===== src/rtl/jt89_pkg.sv =====
// Constants shared by every consumer of the JT89 mixer output word.
package jt89_pkg;
  localparam int JT89_SND_W   = 11;
  localparam int JT89_SND_MID = 1024;
endpackage


===== src/rtl/jt89_i2s_div.sv =====
// I2S bit-clock divider: toggles bclk every DIV clk cycles and flags each falling edge.
module jt89_i2s_div #(
  parameter int DIV = 4
) (
  input  logic clk,
  input  logic rst_n,
  output logic bclk,
  output logic fall
);
  localparam int DW = (DIV > 1) ? $clog2(DIV) : 1;

  logic [DW-1:0] div_cnt;
  logic          wrap;

  assign wrap = (div_cnt == DW'(DIV - 1));
  // fall is asserted in the cycle whose closing edge drives bclk from 1 to 0
  assign fall = wrap & bclk;

  always_ff @(posedge clk or negedge rst_n) begin
    if (!rst_n) begin
      div_cnt <= '0;
      bclk    <= 1'b0;
    end else if (wrap) begin
      div_cnt <= '0;
      bclk    <= ~bclk;
    end else begin
      div_cnt <= div_cnt + DW'(1);
    end
  end
endmodule


===== src/rtl/jt89_i2s_tx.sv =====
// Serialises the JT89 mixer word as signed MSB-aligned PCM on an I2S link, same word in both slots.
module jt89_i2s_tx
  import jt89_pkg::*;
#(
  parameter int DIV    = 4,
  parameter int SLOT_W = 16
) (
  input  logic                  clk,
  input  logic                  rst_n,
  input  logic [JT89_SND_W-1:0] sound,
  input  logic                  mute,
  output logic                  bclk,
  output logic                  ws,
  output logic                  sdata,
  output logic                  sample_stb
);
  localparam int FRAME_BITS = 2 * SLOT_W;
  localparam int BW         = $clog2(FRAME_BITS);
  localparam logic [BW-1:0] LAST    = BW'(FRAME_BITS - 1);
  localparam logic [BW-1:0] R_FIRST = BW'(SLOT_W);
  localparam logic [BW-1:0] WS_LO   = BW'(SLOT_W - 1);
  localparam logic [BW-1:0] WS_HI   = BW'(FRAME_BITS - 2);

  logic                  fall;
  logic                  capture;
  logic [BW-1:0]         bit_cnt;
  logic [BW-1:0]         bit_nxt;
  logic [JT89_SND_W-1:0] pcm_s;
  logic [SLOT_W-1:0]     pcm;
  logic [SLOT_W-1:0]     left_sr;
  logic [SLOT_W-1:0]     right_sr;

  jt89_i2s_div #(.DIV(DIV)) u_div (
    .clk   (clk),
    .rst_n (rst_n),
    .bclk  (bclk),
    .fall  (fall)
  );

  assign capture    = fall && (bit_cnt == LAST);
  assign sample_stb = capture;
  assign bit_nxt    = capture ? '0 : bit_cnt + BW'(1);

  // Offset-binary mixer word to two's complement, then left-justified in the slot
  assign pcm_s = mute ? '0 : sound - JT89_SND_W'(JT89_SND_MID);
  assign pcm   = SLOT_W'(pcm_s) << (SLOT_W - JT89_SND_W);

  always_ff @(posedge clk or negedge rst_n) begin
    if (!rst_n) begin
      bit_cnt  <= LAST;
      left_sr  <= '0;
      right_sr <= '0;
      sdata    <= 1'b0;
      ws       <= 1'b0;
    end else if (fall) begin
      bit_cnt <= bit_nxt;
      // ws flips one bit ahead of the slot it names
      ws      <= (bit_nxt >= WS_LO) && (bit_nxt <= WS_HI);
      if (capture) begin
        left_sr  <= pcm;
        right_sr <= pcm;
        sdata    <= pcm[SLOT_W-1];
      end else if (bit_nxt < R_FIRST) begin
        left_sr <= left_sr << 1;
        sdata   <= left_sr[SLOT_W-2];
      end else if (bit_nxt == R_FIRST) begin
        sdata <= right_sr[SLOT_W-1];
      end else begin
        right_sr <= right_sr << 1;
        sdata    <= right_sr[SLOT_W-2];
      end
    end
  end
endmodule


===== config.mk =====
export PLATFORM = sky130hd
export DESIGN_NAME = jt89_i2s_tx
export DESIGN_NICKNAME = d
export VERILOG_FILES = /design/src/rtl/jt89_pkg.sv /design/src/rtl/jt89_i2s_div.sv /design/src/rtl/jt89_i2s_tx.sv
export SDC_FILE = /design/constraint.sdc
export NUM_CORES = 1
export LEC_CHECK = 0
export ABC_CLOCK_PERIOD_IN_PS = 3000
export CAP_MARGIN = 10
export CORE_MARGIN = 2
export CORE_UTILIZATION = 55
export DETAILED_ROUTE_END_ITERATION = 10
export PLACE_DENSITY_LB_ADDON = 0.05
export SLEW_MARGIN = 20
export SYNTH_ARGS = -nofsm -noshare
export SYNTH_HDL_FRONTEND = slang
export SYNTH_SLANG_ARGS = --single-unit

===== constraint.sdc =====
create_clock -name clk -period 3 [get_ports clk]
set_input_delay 0.3 -clock clk [delete_from_list [all_inputs] [get_ports clk]]
set_output_delay 0.3 -clock clk [all_outputs]
set_load 0.01 [all_outputs]

Word level (Yosys, flattened, before mapping)
Cells that the tools add are included.
- flip-flop bits (word level): 41
- logic and storage cells: 36
- input port bits: 14
- output and inout port bits: 4
- equal/unequal tests: 5
- add/sub/neg operators: 3
- muxes and demuxes: 11
- reductions and logical operators: 5
- order comparisons: 3
- bitwise gates (word level): 2
- operators by type and width (operator ; number):
    two-way mux 16 bit ; 3
    two-way mux 15 bit ; 2
    two-way mux 11 bit ; 1
    subtractor 11 bit (second input constant) ; 1
    equality test 5 bit (second input constant) ; 2
    adder 5 x 1 -> 5 bit (second input constant) ; 1
    >= comparator 5 x 4 -> 1 bit (second input constant) ; 1
    less-or-equal comparator 5 bit (second input constant) ; 1
    < comparator 5 bit (second input constant) ; 1
    two-way mux 5 bit ; 1
    != test 2 bit (second input constant) ; 2
    two-way mux 1 bit ; 3
    AND reduction 3 bit ; 1
    adder 2 x 1 -> 2 bit (second input constant) ; 1
    equality test 2 bit (second input constant) ; 1
    logical AND 1 bit ; 2
    two-way mux 2 bit ; 1
    AND reduction 2 bit ; 1
    nonzero test 2 bit ; 1
    AND 1 bit ; 1
    inverter 1 bit ; 1

Logic depth before layout (Yosys ltp)
- word-level depth: 8
- gate-level depth with buffers: 8
- depth with buffers taken out: 8

Hierarchy
From an unflattened synthesis, not the netlist that was laid out.
- cells, all modules: 161
- area, all modules: 1606.5 um2
- modules (own cells, without submodules) (module ; seq. area each (um2) ; times used ; cells an instance ; area an instance (um2)):
    jt89_i2s_tx ; 706.9 ; 1 ; 154 ; 1498.9
    jt89_i2s_div ; 75.1 ; 1 ; 7 ; 107.6

Worst setup path before layout
OpenSTA, ideal clock, no wires.
- path kind: register to register
- from: register bit_cnt[0]
- to: register right_sr[15]
- buffers on the path: 1
- stages on the path, launching flop included: 8
- data required time: 2.874 ns
- setup slack: 0.927 ns
- data arrival time: 1.948 ns
- clock period less this slack: 2.073 ns
- library setup time: 0.126 ns
- path through: dfstp_2 -> ha_1 -> and3_2 -> ha_1 -> and3_1 -> clkbuf_1 -> nand2_1 -> o311a_1
- longest elaborated chain between the ends: 6
- ends and longest elaborated chain (what ; line ; source):
    from (decl) ; jt89_i2s_tx.sv:26 ; logic [BW-1:0] bit_cnt;
    from (signal assigned) ; jt89_i2s_tx.sv:56 ; bit_cnt <= bit_nxt;
    parallel branches: the longest is 6 deep, another holds adder 5 x 1 -> 5 bit ; n/a ;
    to (signal assigned) ; jt89_i2s_tx.sv:61 ; right_sr <= pcm;
    to (signal assigned) ; jt89_i2s_tx.sv:69 ; right_sr <= right_sr << 1;
    to (decl) ; jt89_i2s_tx.sv:31 ; logic [SLOT_W-1:0] right_sr;
Parallel ways; which one is timed is not known.
A chain may end at the register's enable or synchronous reset.

Worst setup path after layout
- from: register bit_cnt[1]
- to: output sample_stb
- longest elaborated chain between the ends: 2
- ends and longest elaborated chain (what ; line ; source):
    equality test 5 bit ; jt89_i2s_tx.sv:40 ; assign capture = fall && (bit_cnt == LAST);
    logical AND 1 bit ; jt89_i2s_tx.sv:40 ;
    to (decl) ; jt89_i2s_tx.sv:15 ; output logic sample_stb
No other way between the ends.

==> metrics.txt <==
# TYPE chip_impl_metric gauge
chip_impl_metric{name="fmax",unit="MHz"} 364
chip_impl_metric{name="detail_route.drc_violations",unit=""} 0
chip_impl_info{name="unrepaired_setup_endpoints_after_global_routing",value="false"} 1
chip_impl_metric{name="power_leakage",unit="nW"} 0.774
chip_impl_metric{name="clk_latency",unit="ns"} 0.33
chip_impl_metric{name="netlist_instances",unit=""} 175
chip_impl_metric{name="critPathRequiredTime",unit="ns"} 2.70
chip_impl_metric{name="cts_buffer_depth",unit=""} 2
chip_impl_info{name="timing.critical_path.to",value="sample_stb"} 1
chip_impl_metric{name="dieArea",unit="um^2"} 3420
chip_impl_metric{name="finalCritPeriodShare",unit="%"} 91.5
chip_impl_metric{name="report.final.slew_viol_count",unit=""} 0
chip_impl_metric{name="ys_warn_count",unit=""} 0
chip_impl_metric{name="first_global_vias",unit=""} 1400
chip_impl_metric{name="placeableCoreArea",unit="um^2"} 2780
chip_impl_metric{name="chipHeight",unit="um"} 58.4
chip_impl_metric{name="async_reset_ff_share",unit="%"} 100
chip_impl_info{name="ys_dominant_reg_cell",value="sky130_fd_sc_hd__dfrtp_1"} 1
chip_impl_metric{name="place_hpwl",unit="um"} 2410
chip_impl_metric{name="avgSynthCellArea",unit="um^2"} 9.32
chip_impl_metric{name="clkSinkCount",unit=""} 31
chip_impl_metric{name="irDropWorstVdd",unit="uV"} 376
chip_impl_metric{name="total_grt_usage",unit="%"} 23.8
chip_impl_metric{name="syn2layout_area_growth",unit="%"} 15.9
chip_impl_metric{name="detail_route.iter0.violations",unit=""} 91
chip_impl_metric{name="hold_viol",unit=""} 0
chip_impl_metric{name="postCtsHoldBufs",unit=""} 0
chip_impl_metric{name="globalRouteMet2Util",unit="%"} 40.1
chip_impl_metric{name="hold_ws",unit="ns"} 0.344
chip_impl_metric{name="path_clk_slew",unit="ns"} 0.09
chip_impl_metric{name="numCtsBuffers",unit=""} 5
chip_impl_info{name="most_frequent_cp_cell",value="sky130_fd_sc_hd__ha_1"} 1
chip_impl_metric{name="fin_nets",unit=""} 212
chip_impl_metric{name="cts_resized",unit=""} 0
chip_impl_metric{name="finClkSkew",unit="ns"} 0.00387
chip_impl_info{name="slowest_library_cell_on_the_worst_path",value="sky130_fd_sc_hd__dfstp_2"} 1
chip_impl_info{name="crit_end_category",value="primary output"} 1
chip_impl_metric{name="drive_above_1_share",unit="%"} 10.3
chip_impl_info{name="min-delay-path-class",value="input port to async pin"} 1
chip_impl_metric{name="timing.critical_path.slowest_cell_delay",unit="ns"} 0.61
chip_impl_metric{name="antenna-diode-count",unit=""} 0
chip_impl_metric{name="die-width",unit="um"} 58.4
chip_impl_info{name="timing.critical_path.cells",value="ha_1 > and3_2 > ha_1 > nand3_1 > inv_1 > clkdlybuf4s50_1"} 1
chip_impl_metric{name="antenna_found_initial",unit=""} 0
chip_impl_info{name="crit_path_start",value="bit_cnt[1]$_DFFE_PN1P_"} 1
chip_impl_info{name="timing.setup.critical_path_class",value="flop to primary output"} 1
chip_impl_metric{name="synth_edf_count",unit=""} 0
chip_impl_metric{name="timing.slew.headroom",unit="%"} 69.6
chip_impl_info{name="worst_r2r_endpoint",value="left_sr[9]$_DFFE_PN0P_"} 1
chip_impl_info{name="global_route.peak_usage_layer",value="met2"} 1
chip_impl_info{name="cts-root-buf",value="sky130_fd_sc_hd__clkbuf_4"} 1
chip_impl_metric{name="synth_fp_nets",unit=""} 194
chip_impl_metric{name="r2r.worst_path.cells",unit=""} 7
chip_impl_metric{name="grt_overflow_total",unit=""} 0
chip_impl_info{name="tritoncts",value="yes"} 1
chip_impl_metric{name="num_rows",unit=""} 19
chip_impl_metric{name="routedWlPerCell",unit="um"} 14.9
chip_impl_metric{name="max_cap_viol_count",unit=""} 0
chip_impl_metric{name="routed-via-count",unit=""} 1361
chip_impl_metric{name="synthDistinctLibCells",unit=""} 37
chip_impl_metric{name="grt_pass1_wl",unit="um"} 6180
chip_impl_metric{name="place_congestion",unit=""} 0.900
chip_impl_metric{name="worst-endpoint-arrival",unit="ns"} 2.45
chip_impl_metric{name="ys_seq_area_share",unit="%"} 48.0
chip_impl_metric{name="postRouteAntennaNets",unit=""} 0
chip_impl_metric{name="globalRouteMet3Util",unit="%"} 6.15
chip_impl_info{name="kind_of_start_point_of_the_critical_path",value="flop"} 1
chip_impl_metric{name="routed_wirelength",unit="um"} 3360
chip_impl_metric{name="ff_latch_count_synth",unit=""} 31
chip_impl_metric{name="drt-pass1-iter-count",unit=""} 4
chip_impl_metric{name="ff2ff_setup_slack",unit="ns"} 0.64
chip_impl_metric{name="initial_core_util",unit="%"} 58.6
chip_impl_info{name="worst_r2r_startpoint",value="bit_cnt[1]$_DFFE_PN1P_"} 1
chip_impl_metric{name="io-pin-count",unit=""} 18
chip_impl_metric{name="power_density_over_the_cells",unit="nW/um^2"} 384
chip_impl_metric{name="portBuffers",unit=""} 17
chip_impl_metric{name="worst_slew_pin_slew",unit="ns"} 0.456
chip_impl_metric{name="htree_levels",unit=""} 2
chip_impl_metric{name="route.detailed.vias_per_inst",unit=""} 6.05
chip_impl_info{name="outcome",value="complete, no violations"} 1
chip_impl_metric{name="cts_setup_buffers",unit=""} 0
chip_impl_metric{name="grt_start_max_net_pins",unit=""} 32
chip_impl_metric{name="setup_viol",unit=""} 0
chip_impl_metric{name="fin_setup_tns",unit="ns"} 0
chip_impl_metric{name="mappedNetlistArea",unit="um^2"} 1630
chip_impl_metric{name="timing.critical_path.fanout_max",unit=""} 8
chip_impl_metric{name="grt_use_met1",unit="%"} 28.9
chip_impl_metric{name="finalWorstPathRequiredPeriod",unit="ns"} 2.75
==> cells in the mapped netlist (2+ instances only) <==
| cell type | instances | share of area, % |
|---|---|---|
| sky130_fd_sc_hd__inv_1 | 7 | 1.6 |
| sky130_fd_sc_hd__nor2_1 | 16 | 3.7 |
| sky130_fd_sc_hd__nand3_1 | 14 | 4.3 |
| sky130_fd_sc_hd__dfrtp_1 | 26 | 40 |
| sky130_fd_sc_hd__a22o_1 | 2 | 1.1 |
| sky130_fd_sc_hd__a21oi_1 | 2 | 0.61 |
| sky130_fd_sc_hd__and2_1 | 7 | 2.7 |
| sky130_fd_sc_hd__o211ai_1 | 5 | 2.3 |
| sky130_fd_sc_hd__nand3b_1 | 10 | 4.6 |
| sky130_fd_sc_hd__o21ai_0 | 16 | 4.9 |
| sky130_fd_sc_hd__ha_1 | 5 | 3.8 |
| sky130_fd_sc_hd__nand4_1 | 2 | 0.77 |
| sky130_fd_sc_hd__a31oi_1 | 10 | 3.8 |
| sky130_fd_sc_hd__nand2_1 | 19 | 4.4 |
| sky130_fd_sc_hd__dfstp_2 | 5 | 8.1 |
| sky130_fd_sc_hd__nor3_1 | 2 | 0.61 |
| sky130_fd_sc_hd__buf_2 | 3 | 0.92 |
| sky130_fd_sc_hd__clkbuf_1 | 5 | 1.2 |
==> through the flow <==
stage               instances  setup slack (ns)  instance area (um^2)  util [%]  total power [W]
floorplan                 175             0.927                  1630         -         0.000429
global placement          217             0.692                  1820      65.3         0.000455
detailed placement        217             0.641                  1820      65.3         0.000455
CTS                       225             0.250                  1890      67.9         0.000734
global route              225            0.0715                  1890      67.9         0.000751
finish                    225             0.255                  1890      67.9         0.000725
==> routing by layer <==
layer  up-vias  wire length [um]  part of all wire [%]
met5         -                 0                     0
met4         0                55                   1.6
met3         5               184                   5.5
met2        34              1670                    50
met1       663              1440                    43
li1        659                 -                     -
==> logic make-up (layout without fill, tap and decap cells) <==
| logic type | Yosys count | after routing | synth area share [%] |
|---|---|---|---|
| XOR/XNOR | 2 | 2 | 1.07 |
| flip-flops | 31 | 31 | 48.0 |
| AND/OR/NAND/NOR | 77 | 77 | 24.5 |
| AO/OA/AOI/OAI | 43 | 43 | 17.8 |
| buffers and inverters | 17 | 36 | 4.84 |
| adder cells (fa/ha/maj) | 5 | 5 | 3.84 |
==> critical path: cells and delay by family, from the launching register on <==
kind	cells	cell delay, ns
simple gates	2	0.34
fa+ha+maj	2	0.52
flops	1	0.61
buf+inv	2	0.64
==> layout by cell type (no fill, tap or decap), types with 2 or more instances in the layout <==
cell type	count
sky130_fd_sc_hd__buf_4	4
sky130_fd_sc_hd__inv_1	7
sky130_fd_sc_hd__a31oi_1	10
sky130_fd_sc_hd__dfrtp_1	26
sky130_fd_sc_hd__clkdlybuf4s50_1	17
sky130_fd_sc_hd__nor2_1	16
sky130_fd_sc_hd__nand3_1	14
sky130_fd_sc_hd__a21oi_1	2
sky130_fd_sc_hd__a22o_1	2
sky130_fd_sc_hd__and2_1	7
sky130_fd_sc_hd__o211ai_1	5
sky130_fd_sc_hd__dfstp_2	5
sky130_fd_sc_hd__clkbuf_8	2
sky130_fd_sc_hd__ha_1	5
sky130_fd_sc_hd__nand2_1	19
sky130_fd_sc_hd__nor3_1	2
sky130_fd_sc_hd__o21ai_0	16
sky130_fd_sc_hd__nand3b_1	10
sky130_fd_sc_hd__clkbuf_4	5
sky130_fd_sc_hd__nand4_1	2
==> where the power goes <==
group | switching (W) | internal, W | total [W] | leakage (nW)
Clock | 0.000141 | 0.000137 | 0.000278 | 0.0375
Combinational | 0.0000114 | 0.0000174 | 0.0000288 | 0.403
Sequential | 0 | 0.000418 | 0.000418 | 0.333
Total | 0.000153 | 0.000572 | 0.000725 | 0.774
==> state kept, by name, indices dropped and copies added, names as in the netlist <==
register	count
ws	1
right_sr	11
u_div.bclk	1
bit_cnt	5
u_div.div_cnt	2
left_sr	10
sdata	1
==> worst min-delay path by stage <==
| stage | endpoint | slack [ns] | cells past startpoint |
|---|---|---|---|
| finish | u_div.div_cnt[1]$_DFF_PN0_ | 0.34 | 2 |
| global route | u_div.div_cnt[1]$_DFF_PN0_ | 0.39 | 2 |
| CTS | u_div.div_cnt[0]$_DFF_PN0_ | 0.35 | 2 |
| detailed placement | u_div.div_cnt[0]$_DFF_PN0_ | 0.43 | 1 |
| global placement | u_div.div_cnt[0]$_DFF_PN0_ | 0.41 | 1 |
| floorplan | left_sr[10]$_DFFE_PN0P_ | 0.004 | 0 |
==> area by class of cell <==
type,instances,area [um^2]
Clock inverter,1,7.51
Multi-Input combinational cell,127,769
Tap cell,31,38.8
Clock buffer,7,65.1
Timing Repair Buffer,21,200
Inverter,7,26.3
Fill cell,223,892
Sequential cell,31,782
No activity file was read; power rests on OpenSTA's default activity.
